## src/rtl/dnn_stream_pkg.sv

```systemverilog
// Shared definitions for the DNN stream blocks: default widths and the
// transmit FSM state encoding.
package dnn_stream_pkg;

  localparam int DEF_DW    = 32;
  localparam int DEF_LW    = 12;
  localparam int DEF_DEPTH = 16;

  typedef logic [1:0] tx_state_t;

  localparam tx_state_t ST_IDLE = 2'd0;
  localparam tx_state_t ST_SEND = 2'd1;
  localparam tx_state_t ST_FIN  = 2'd2;

endpackage

```

## src/rtl/stream_fifo.sv

```systemverilog
// Synchronous show-ahead FIFO with registered pointers and occupancy count.
// With SRC_TX_ABORT_EN defined it gains a flush input that empties it in one cycle.
module stream_fifo #(
  parameter int DW    = 32,
  parameter int DEPTH = 16
) (
  input  logic          clk,
  input  logic          rst_n,
`ifdef SRC_TX_ABORT_EN
  input  logic          flush,
`endif
  input  logic          wr_en,
  input  logic [DW-1:0] wr_data,
  input  logic          rd_en,
  output logic [DW-1:0] rd_data,
  output logic          full,
  output logic          empty
);

  localparam int AW = $clog2(DEPTH);

  logic [AW-1:0] wr_ptr;
  logic [AW-1:0] rd_ptr;
  logic [AW:0]   count;
  logic [DW-1:0] mem [DEPTH];
  logic          wr_ok;
  logic          rd_ok;

  assign full    = (count == (AW+1)'(DEPTH));
  assign empty   = (count == '0);
  assign wr_ok   = wr_en && !full;
  assign rd_ok   = rd_en && !empty;
  assign rd_data = mem[rd_ptr];

  // Pointers wrap naturally because DEPTH is a power of two.
  always_ff @(posedge clk or negedge rst_n) begin
    if (!rst_n) begin
      wr_ptr <= '0;
      rd_ptr <= '0;
      count  <= '0;
    end
`ifdef SRC_TX_ABORT_EN
    else if (flush) begin
      wr_ptr <= '0;
      rd_ptr <= '0;
      count  <= '0;
    end
`endif
    else begin
      if (wr_ok) wr_ptr <= wr_ptr + 1'b1;
      if (rd_ok) rd_ptr <= rd_ptr + 1'b1;
      case ({wr_ok, rd_ok})
        2'b10:   count <= count + 1'b1;
        2'b01:   count <= count - 1'b1;
        default: count <= count;
      endcase
    end
  end

  always_ff @(posedge clk) begin
    if (wr_ok) mem[wr_ptr] <= wr_data;
  end

endmodule

```

## src/rtl/src_stream_tx.sv

```systemverilog
// Host-to-accelerator frame transmitter: FIFO, frame FSM and a registered output beat.
// Optional SRC_TX_ABORT_EN adds an abort input that flushes everything back to idle.
module src_stream_tx
  import dnn_stream_pkg::*;
#(
  parameter int DW    = DEF_DW,
  parameter int DEPTH = DEF_DEPTH,
  parameter int LW    = DEF_LW
) (
  input  logic          clk,
  input  logic          rst_n,
  input  logic          wr_valid,
  input  logic [DW-1:0] wr_data,
  output logic          wr_ready,
  input  logic          start,
  input  logic [LW-1:0] frame_len,
  output logic          busy,
  output logic          done,
  output logic          src_valid,
  output logic [DW-1:0] src_data,
  output logic          src_last,
`ifdef SRC_TX_ABORT_EN
  input  logic          abort,
`endif
  input  logic          src_ready
);

  tx_state_t     state;
  tx_state_t     state_nxt;
  logic [LW-1:0] beats_left;
  logic          accept_en;
  logic          fifo_full;
  logic          fifo_empty;
  logic [DW-1:0] fifo_rdata;
  logic          fire;
  logic          load;

  assign wr_ready = accept_en && !fifo_full;
  assign busy     = (state != ST_IDLE);
  assign done     = (state == ST_FIN);
  assign fire     = src_valid && src_ready;
  // Refill the output register when it is empty or being drained this cycle.
  assign load     = (state == ST_SEND) && (beats_left != '0) && !fifo_empty
                    && (!src_valid || src_ready);

  stream_fifo #(
    .DW    (DW),
    .DEPTH (DEPTH)
  ) u_fifo (
    .clk     (clk),
    .rst_n   (rst_n),
`ifdef SRC_TX_ABORT_EN
    .flush   (abort),
`endif
    .wr_en   (wr_valid && wr_ready),
    .wr_data (wr_data),
    .rd_en   (load),
    .rd_data (fifo_rdata),
    .full    (fifo_full),
    .empty   (fifo_empty)
  );

  // Keeps wr_ready low until the first clock edge after reset release.
  always_ff @(posedge clk or negedge rst_n) begin
    if (!rst_n) accept_en <= 1'b0;
    else        accept_en <= 1'b1;
  end

  always_comb begin
    state_nxt = state;
    case (state)
      ST_IDLE: if (start) state_nxt = (frame_len == '0) ? ST_FIN : ST_SEND;
      ST_SEND: if (fire && src_last) state_nxt = ST_FIN;
      ST_FIN:  state_nxt = ST_IDLE;
      default: state_nxt = ST_IDLE;
    endcase
  end

  always_ff @(posedge clk or negedge rst_n) begin
    if (!rst_n) begin
      state      <= ST_IDLE;
      beats_left <= '0;
    end
`ifdef SRC_TX_ABORT_EN
    else if (abort) begin
      state      <= ST_IDLE;
      beats_left <= '0;
    end
`endif
    else begin
      state <= state_nxt;
      if (state == ST_IDLE && start) beats_left <= frame_len;
      else if (load)                 beats_left <= beats_left - 1'b1;
    end
  end

  // The beat counts words not yet issued, so the final issued word carries src_last.
  always_ff @(posedge clk or negedge rst_n) begin
    if (!rst_n) begin
      src_valid <= 1'b0;
      src_data  <= '0;
      src_last  <= 1'b0;
    end
`ifdef SRC_TX_ABORT_EN
    else if (abort) begin
      src_valid <= 1'b0;
      src_data  <= '0;
      src_last  <= 1'b0;
    end
`endif
    else if (load) begin
      src_valid <= 1'b1;
      src_data  <= fifo_rdata;
      src_last  <= (beats_left == LW'(1));
    end else if (fire) begin
      src_valid <= 1'b0;
      src_last  <= 1'b0;
    end
  end

endmodule
```

## config.mk

```make
export PLATFORM = sky130hd
export DESIGN_NAME = src_stream_tx
export DESIGN_NICKNAME = d
export VERILOG_FILES = /design/src/rtl/dnn_stream_pkg.sv /design/src/rtl/stream_fifo.sv /design/src/rtl/src_stream_tx.sv
export SDC_FILE = /design/constraint.sdc
export NUM_CORES = 1
export LEC_CHECK = 0
export ABC_CLOCK_PERIOD_IN_PS = 3480
export BUFFER_PORTS_ARGS = -buffer_cell sky130_fd_sc_hd__buf_4
export CELL_PAD_IN_SITES_DETAIL_PLACEMENT = 1
export CELL_PAD_IN_SITES_GLOBAL_PLACEMENT = 2
export CORE_AREA = 8 8 222 224
export CTS_BUF_LIST = sky130_fd_sc_hd__clkbuf_16
export DETAILED_ROUTE_END_ITERATION = 16
export DIE_AREA = 0 0 230 232
export PLACE_DENSITY = 0.81
export SETUP_SLACK_MARGIN = 0.4
export SLEW_MARGIN = 20
export SYNTH_ARGS = -nofsm -noshare
export SYNTH_HDL_FRONTEND = slang
export SYNTH_SLANG_ARGS = --single-unit
```

## constraint.sdc

```tcl
create_clock -name clk -period 3.48 [get_ports clk]
set_input_delay 0.174 -clock clk [delete_from_list [all_inputs] [get_ports clk]]
set_output_delay 0.174 -clock clk [all_outputs]
set_load 0.01 [all_outputs]
```

; ---- Word level (Yosys, flattened, before mapping)
; Memory sizes are Yosys's and may differ from the RTL's. A register that Yosys moved wholly into a read port is not among the register bits.
; Index checks and enable logic that the tools add are counted.
[word_totals]
ff_bits = 30
ramBits = 512
in_bits = 49
output_inout_bits = 37
elab_cells = 58
memories = 1
[classes]
addsub = 5
eq_ne = 8
n_mux = 12
reduce_logical = 24
[memory_table]
columns = memory, words, width, rd, rd_ports_with_merged_regs, wr, line_no
row1 = u_fifo.mem, 16, 32, 1, 1, 1, stream_fifo.sv:25  ; logic [DW-1:0] mem [DEPTH];
[ops]
columns = cell, count
row1 = $mux W12, 2
row2 = $eq A12 B1 Y1 const B, 1
row3 = $logic_not A12 Y1, 1
row4 = $reduce_bool A12 Y1, 1
row5 = $sub A12 B1 Y12 const B, 1
row6 = $logic_and A1 B1 Y1, 10
row7 = $pmux W5 S2, 1
row8 = $add A4 B1 Y4 const B, 2
row9 = $reduce_bool A2 Y1, 4
row10 = $mux W2, 3
row11 = $add A5 B1 Y5 const B, 1
row12 = $eq A5 B5 Y1 const B, 1
row13 = $logic_not A5 Y1, 1
row14 = $mux W1, 5
row15 = $sub A5 B1 Y5 const B, 1
row16 = $eq A2 B1 Y1 const B, 2
row17 = $eq A2 B2 Y1 const B, 2
row18 = $logic_not A1 Y1, 4
row19 = $pmux W2 S2, 1
row20 = $logic_not A2 Y1, 1
row21 = $ne A2 B1 Y1 const B, 1
row22 = $ne A2 B2 Y1 const B, 1
row23 = $reduce_and A2 Y1, 1
row24 = $logic_or A1 B1 Y1, 1

; ---- Longest topological paths before layout
[depth]
depth_word = 7
depth_mapped = 13
depth_no_buf = 13

; ---- Modules after synthesis
; Synthesis repeated with hierarchy kept, for this count alone.
[unflattened]
hier_cells = 1267
area_unflattened_um2 = 22673.0
[modules_own_cells]
columns = module, n_inst, cells_per_inst, area_each_um2, seq_area_each_um2
row1 = stream_fifo, 1, 1012, 20392.1, 15700.1
row2 = src_stream_tx, 1, 255, 2280.9, 1226.2

; ---- Worst setup path after synthesis
; Ideal clock, no wire load.
[synth_timing]
path_type = register to register
from = reg beats_left[0]
to = reg u_fifo.count[4]
setup_time_ps = 123
arrival_time_ps = 2657
required_ps = 3357
slack_ps = 700
stages_incl_launch_ff = 14
n_path_buf = 0
period_less_slack_ps = 2780
cell_sequence = dfrtp_1 > inv_1 > ha_1 > nor3b_1 > nand4_2 > nand3_2 > inv_1 > ha_1 > fa_1 > a21o_1 > a21oi_1 > xor2_1 > nor2_1 > xnor2_1
[synth_between]
elab_chain_cells = 7
word_cells_on_any_way = 9
classes_between = eq/ne (2) / mux (1) / reduce/logical (6)
[synth_lines]
columns = element, line_no
row1 = from (decl), src_stream_tx.sv:30  ; logic [LW-1:0] beats_left;
row2 = from (signal assigned), src_stream_tx.sv:92  ; if (state == ST_IDLE && start) beats_left <= frame_len;
row3 = from (signal assigned), src_stream_tx.sv:93  ; else if (load) beats_left <= beats_left - 1'b1;
row4 = $reduce_bool A12 Y1 *, src_stream_tx.sv:43  ; assign load = (state == ST_SEND) && (beats_left != '0) && !fifo_empty
row5 = $logic_and A1 B1 Y1 * (2 in series), src_stream_tx.sv:43
row6 = $logic_and A1 B1 Y1 *, src_stream_tx.sv:44  ; && (!src_valid || src_ready);
row7 = $logic_and A1 B1 Y1 *, stream_fifo.sv:32  ; assign rd_ok = rd_en && !empty;
row8 = net u_fifo.rd_ok, stream_fifo.sv:27  ; logic rd_ok;
row9 = $eq A2 B1 Y1 / $eq A2 B2 Y1 (equally long branches), stream_fifo.sv:52  ; case ({wr_ok, rd_ok})
row10 = $pmux W5 S2 / $reduce_bool A2 Y1 (equally long branches), --
row11 = to (signal assigned), stream_fifo.sv:53  ; 2'b10: count <= count + 1'b1;
row12 = to (signal assigned), stream_fifo.sv:54  ; 2'b01: count <= count - 1'b1;
row13 = to (signal assigned), stream_fifo.sv:55  ; default: count <= count;
row14 = to (decl), stream_fifo.sv:24  ; logic [AW:0] count;
; Mark *: on every way through the listed nets, which the timed path passes. The rest lies on a longest branch.
; A chain may end at the register's enable or synchronous reset.

; ---- Worst setup path in the final report
[layout_timing]
from = reg u_fifo.count[0]
to = reg u_fifo.count[4]
[layout_between]
elab_chain_cells = 7
word_cells_on_any_way = 16
classes_between = add/sub (2) / eq/ne (3) / mux (1) / reduce/logical (10)
[layout_lines]
columns = element, line_no
row1 = $eq A5 B5 Y1 / $logic_not A5 Y1 (equally long branches), "stream_fifo.sv:29, stream_fifo.sv:30"
row2 = "$logic_not A1 Y1, on equally long branches", --
row3 = "$logic_and A1 B1 Y1, on equally long branches", "src_stream_tx.sv:38, src_stream_tx.sv:43"
row4 = "$logic_and A1 B1 Y1, on equally long branches", "src_stream_tx.sv:55, src_stream_tx.sv:44"
row5 = "$logic_and A1 B1 Y1, on equally long branches", "stream_fifo.sv:31, stream_fifo.sv:32"
row6 = $eq A2 B1 Y1 / $eq A2 B2 Y1 (equally long branches), stream_fifo.sv:52
row7 = $pmux W5 S2 / $reduce_bool A2 Y1 (equally long branches), --
; Several ways; a longest one is shown, not always the timed one.

==> impl_metrics.xml <==
<?xml version="1.0" encoding="UTF-8"?>
<metrics>
  <group name="grt">
    <metric name="grt_usage" unit="%">19.6</metric>
    <metric name="grt-ovfl-total" unit="">0</metric>
    <metric name="first_global_vias" unit="">12400</metric>
    <metric name="antenna_found_initial" unit="">0</metric>
    <metric name="grt_first_pass_wirelength" unit="um">78800</metric>
    <metric name="maximum_number_of_pins_on_one_net_before_global_route_repair" unit="">71</metric>
  </group>
  <group name="cts">
    <metric name="tritoncts" unit="">done</metric>
    <metric name="cts.clk_slew.worst_paths" unit="ps">60</metric>
    <metric name="insertion_delay" unit="ps">620</metric>
    <metric name="cts.path.max_buffers" unit="">3</metric>
    <metric name="tritoncts_num_sinks" unit="">574</metric>
    <metric name="cts_made_buffers" unit="">57</metric>
    <metric name="cts_max_level" unit="">2</metric>
    <metric name="root_buffer" unit="">sky130_fd_sc_hd__clkbuf_16</metric>
  </group>
  <group name="detailed_routing">
    <metric name="drt-total-wl" unit="um">52400</metric>
    <metric name="antenna_violating_nets_post_route" unit="">0</metric>
    <metric name="drt-initial-drc-count" unit="">1022</metric>
    <metric name="route.vias.total" unit="">11100</metric>
    <metric name="detail_route.wl_per_cell" unit="um">28.0</metric>
    <metric name="first_pass_iters" unit="">5</metric>
    <metric name="vias_per_cell" unit="">5.93</metric>
    <metric name="detail_route.drc_violations" unit="">0</metric>
  </group>
  <group name="synth">
    <metric name="syn_nets" unit="">1109</metric>
    <metric name="synth-seq-cells" unit="">574</metric>
    <metric name="post_synth_instance_area" unit="mm2">0.0221</metric>
    <metric name="synth_largest_type_area_fraction" unit="%">69.7</metric>
    <metric name="syn-mean-instance-area" unit="um2">21.1</metric>
    <metric name="top_cell_type_by_total_area_after_synthesis" unit="">sky130_fd_sc_hd__edfxtp_1</metric>
    <metric name="netlist-cell-type-count" unit="">49</metric>
    <metric name="synth_warnings" unit="">0</metric>
    <metric name="ys_dominant_reg_cell" unit="">sky130_fd_sc_hd__edfxtp_1</metric>
    <metric name="synth-async-reset-ratio" unit="%">10.8</metric>
    <metric name="synth.yosys.seq_area_share" unit="%">76.7</metric>
    <metric name="post_synth_inst_count" unit="">1048</metric>
    <metric name="synth_area_leaders" unit="">sky130_fd_sc_hd__edfxtp_1 (70%), sky130_fd_sc_hd__mux4_2 (13%), sky130_fd_sc_hd__dfrtp_1 (7.0%)</metric>
    <metric name="number_of_enable_flip_flop_cells_after_synthesis" unit="">512</metric>
  </group>
  <group name="hold_path">
    <metric name="hold_removal_path_class" unit="">in2reg</metric>
  </group>
  <group name="power">
    <metric name="p_comb_share" unit="%">27.5</metric>
    <metric name="cell_internal_pwr" unit="mW">14.1</metric>
    <metric name="power.net_switching" unit="mW">5.98</metric>
    <metric name="clkPwrFrac" unit="%">29.8</metric>
    <metric name="total_leakage_power" unit="nW">8.83</metric>
    <metric name="switching_share" unit="%">29.7</metric>
    <metric name="p_per_area" unit="mW/mm2">774</metric>
    <metric name="pwr-share-seq" unit="%">42.8</metric>
    <metric name="worst_ir_drop_vdd" unit="mV">0.427</metric>
  </group>
  <group name="sta">
    <metric name="achievable_clock_frequency" unit="MHz">345</metric>
    <metric name="final_max_slew_viol_count" unit="">0</metric>
    <metric name="worst_clock_skew" unit="ps">21.3</metric>
    <metric name="worst_slew_margin_rel" unit="%">32.0</metric>
    <metric name="finalSetupViolations" unit="">0</metric>
    <metric name="setup_total_negative_slack" unit="ps">0</metric>
    <metric name="max_slew.worst_pin.slew" unit="ps">1020</metric>
    <metric name="rsz0062_at_grt" unit="">yes</metric>
    <metric name="fin_crit" unit="ps">2900</metric>
    <metric name="finalCritPeriodShare" unit="%">83.3</metric>
    <metric name="finalHoldViolations" unit="">0</metric>
  </group>
  <group name="critical_path">
    <metric name="worst_path_largest_cell_delay" unit="ps">430</metric>
    <metric name="cp_slowest_cell" unit="">sky130_fd_sc_hd__dfrtp_1</metric>
    <metric name="critical_path_peak_fanout" unit="">7</metric>
    <metric name="timing.critical_path.buf_inv" unit="">1</metric>
    <metric name="critical_path.cell_chain" unit="">nor4_1 -&gt; a21boi_1 -&gt; and2_1 -&gt; inv_1 -&gt; ha_1 -&gt; ha_1 -&gt; a21o_1 -&gt; a21oi_1 -&gt; xor2_1 -&gt; nor2_1 -&gt; xnor2_1</metric>
    <metric name="cp-end-kind" unit="">flip-flop</metric>
    <metric name="crit_path_top_cell_by_count" unit="">sky130_fd_sc_hd__ha_1</metric>
    <metric name="setup.worst_path.start_class" unit="">flip-flop</metric>
    <metric name="crit_type" unit="">reg2reg</metric>
    <metric name="cp_arrival" unit="ps">3400</metric>
    <metric name="critical_path.top_delay_family" unit="">simple AND/OR/NAND/NOR gates</metric>
    <metric name="worst_ep_required_time" unit="ps">3980</metric>
  </group>
  <group name="die">
    <metric name="fp.dieW" unit="um">230</metric>
    <metric name="row_cnt" unit="">79</metric>
    <metric name="initial_core_util" unit="%">48.1</metric>
    <metric name="fp.coreArea" unit="mm2">0.0459</metric>
    <metric name="io-pin-count" unit="">86</metric>
    <metric name="die-height" unit="um">232</metric>
    <metric name="fp.dieArea" unit="mm2">0.0534</metric>
  </group>
  <group name="layout">
    <metric name="layout.cell_area.non_filler" unit="mm2">0.0260</metric>
    <metric name="diodes" unit="">0</metric>
    <metric name="sequential_cell_area" unit="mm2">0.0169</metric>
    <metric name="post_layout_nonfiller_instances" unit="">1872</metric>
    <metric name="final_nets" unit="">1277</metric>
    <metric name="multi_input_area" unit="mm2">0.00488</metric>
    <metric name="final.fill_count" unit="">3999</metric>
    <metric name="area_growth" unit="%">17.6</metric>
    <metric name="post_route_cells_drive_above_1_share" unit="%">28.9</metric>
  </group>
  <group name="placed_design">
    <metric name="placed_cell_area" unit="mm2">0.0236</metric>
    <metric name="post-place-cells" unit="">1716</metric>
    <metric name="gpl.final_weighted_congestion" unit="">0.746</metric>
    <metric name="detailed_place_hpwl" unit="um">30400</metric>
    <metric name="portbufs" unit="">85</metric>
  </group>
  <group name="run">
    <metric name="cap_viol_max_count" unit="">0</metric>
  </group>
  <group name="run_status">
    <metric name="status" unit="">complete, no violations</metric>
  </group>
</metrics>
-- path summary, 6_finish.rpt --
path,end,depth (start not counted),slack [ps],start
max in group asynchronous,src_data[27]$_DFFE_PN0P_,3,2500,rst_n
worst min-delay path,u_fifo.wr_ptr[0]$_DFFE_PN0P_,3,80,wr_valid
worst max register to register,u_fifo.count[4]$_DFFE_PN0P_,11,580,u_fifo.count[0]$_DFFE_PN0P_
worst min register to register,state[1]$_DFFE_PN0P_,1,470,state[1]$_DFFE_PN0P_
min in group asynchronous,src_data[31]$_DFFE_PN0P_,2,180,rst_n
worst max-delay path,u_fifo.count[4]$_DFFE_PN0P_,11,580,u_fifo.count[0]$_DFFE_PN0P_
-- kinds of logic after synthesis --
kind of cell	share of synthesized area, %
buffers and inverters	1.44
other	0.0170
adder cells (fa/ha/maj)	0.714
AO/OA/AOI/OAI	4.82
flip-flops	76.7
AND/OR/NAND/NOR	2.47
multiplexers	13.2
XOR/XNOR	0.675
-- flip-flops by register name, summed over array words and instances, names as in the netlist --
register	count
u_fifo.wr_ptr	4
src_data	32
u_fifo.count	5
u_fifo.rd_ptr	4
src_last	1
accept_en	1
beats_left	12
u_fifo.mem	512
src_valid	1
state	2
-- power groups by stage --
stage	combinational (mW)	clock, mW	sequential [mW]
2_1_floorplan	3.74	0	8.66
3_3_place_gp	5.43	0	8.67
3_5_place_dp	5.53	0	8.73
4_1_cts	5.62	6.08	8.60
5_1_grt	5.96	6.28	8.66
6_report	5.52	5.99	8.60
-- synth_stat cells, drive strengths merged (11+ instances only) --
cell type,number
dfrtp,62
edfxtp,512
ha,11
a22oi,64
clkbuf,23
a21o,34
buf,33
mux4,128
nand2,16
and2,20
nor2,11
a21oi,39
-- final cells by class --
type	instances	share of cell area (%)
repair buffers	165	5.85
clock buffers	57	5.49
clock inverters	51	1.57
flip-flops and latches	574	65.2
well taps	607	2.93
multi-input cells	410	18.8
inverters	8	0.116
-- tightest hold or removal path, stage by stage --
cell,delay (ps)
sky130_fd_sc_hd__buf_4,90
sky130_fd_sc_hd__and2_1,270
sky130_fd_sc_hd__xnor2_1,110
-- cell usage in the layout, fill, tap and decap left out, types with 4 or more instances in the layout --
cell type	n
sky130_fd_sc_hd__a21o_1	34
sky130_fd_sc_hd__a21oi_1	39
sky130_fd_sc_hd__a22oi_1	64
sky130_fd_sc_hd__and2_2	15
sky130_fd_sc_hd__buf_12	13
sky130_fd_sc_hd__buf_4	105
sky130_fd_sc_hd__bufinv_16	5
sky130_fd_sc_hd__clkbuf_16	57
sky130_fd_sc_hd__clkinv_1	12
sky130_fd_sc_hd__clkinv_2	15
sky130_fd_sc_hd__clkinvlp_4	5
sky130_fd_sc_hd__dfrtp_1	60
sky130_fd_sc_hd__dlygate4sd3_1	47
sky130_fd_sc_hd__edfxtp_1	512
sky130_fd_sc_hd__ha_1	11
sky130_fd_sc_hd__inv_1	17
sky130_fd_sc_hd__mux4_2	128
sky130_fd_sc_hd__nand2_1	16
sky130_fd_sc_hd__nand3_1	7
sky130_fd_sc_hd__nand4_1	7
sky130_fd_sc_hd__nor2_1	10
sky130_fd_sc_hd__nor3_1	4
sky130_fd_sc_hd__nor4_1	5
sky130_fd_sc_hd__o21ai_0	8
sky130_fd_sc_hd__xnor2_1	8
sky130_fd_sc_hd__xor2_1	9
-- metal layers --
layer / up-vias / GRT usage, % / wire length [um]
li1: 4696 / - / -
met3: 64 / 3.29 / 2630
met4: 0 / 4.69 / 908
met1: 6008 / 25.7 / 21900
met5: - / 0 / 0
met2: 333 / 34.2 / 26900
-- metrics by stage --
stage / util (%) / setup slack [ps] / hold WS (ps) / power (mW)
4_1_cts: 56.6 / 485 / 66.5 / 20.3
5_1_grt: 56.6 / 352 / 114 / 20.9
3_3_place_gp: 51.5 / 492 / 274 / 14.1
6_report: 56.6 / 582 / 83.5 / 20.1
2_1_floorplan: - / 700 / -122 / 12.4
3_5_place_dp: 51.5 / 401 / 278 / 14.3
-- what timing repair did --
action,4_1_cts,5_1_grt
hold endpoints to repair,572,0
setup buffers,1,0
gates cloned,0,0
hold buffers,47,0
resized for setup,0,3
endpoints found under the setup margin,1,28
pin swaps,1,0
No activity file was read; power rests on OpenSTA's default activity.
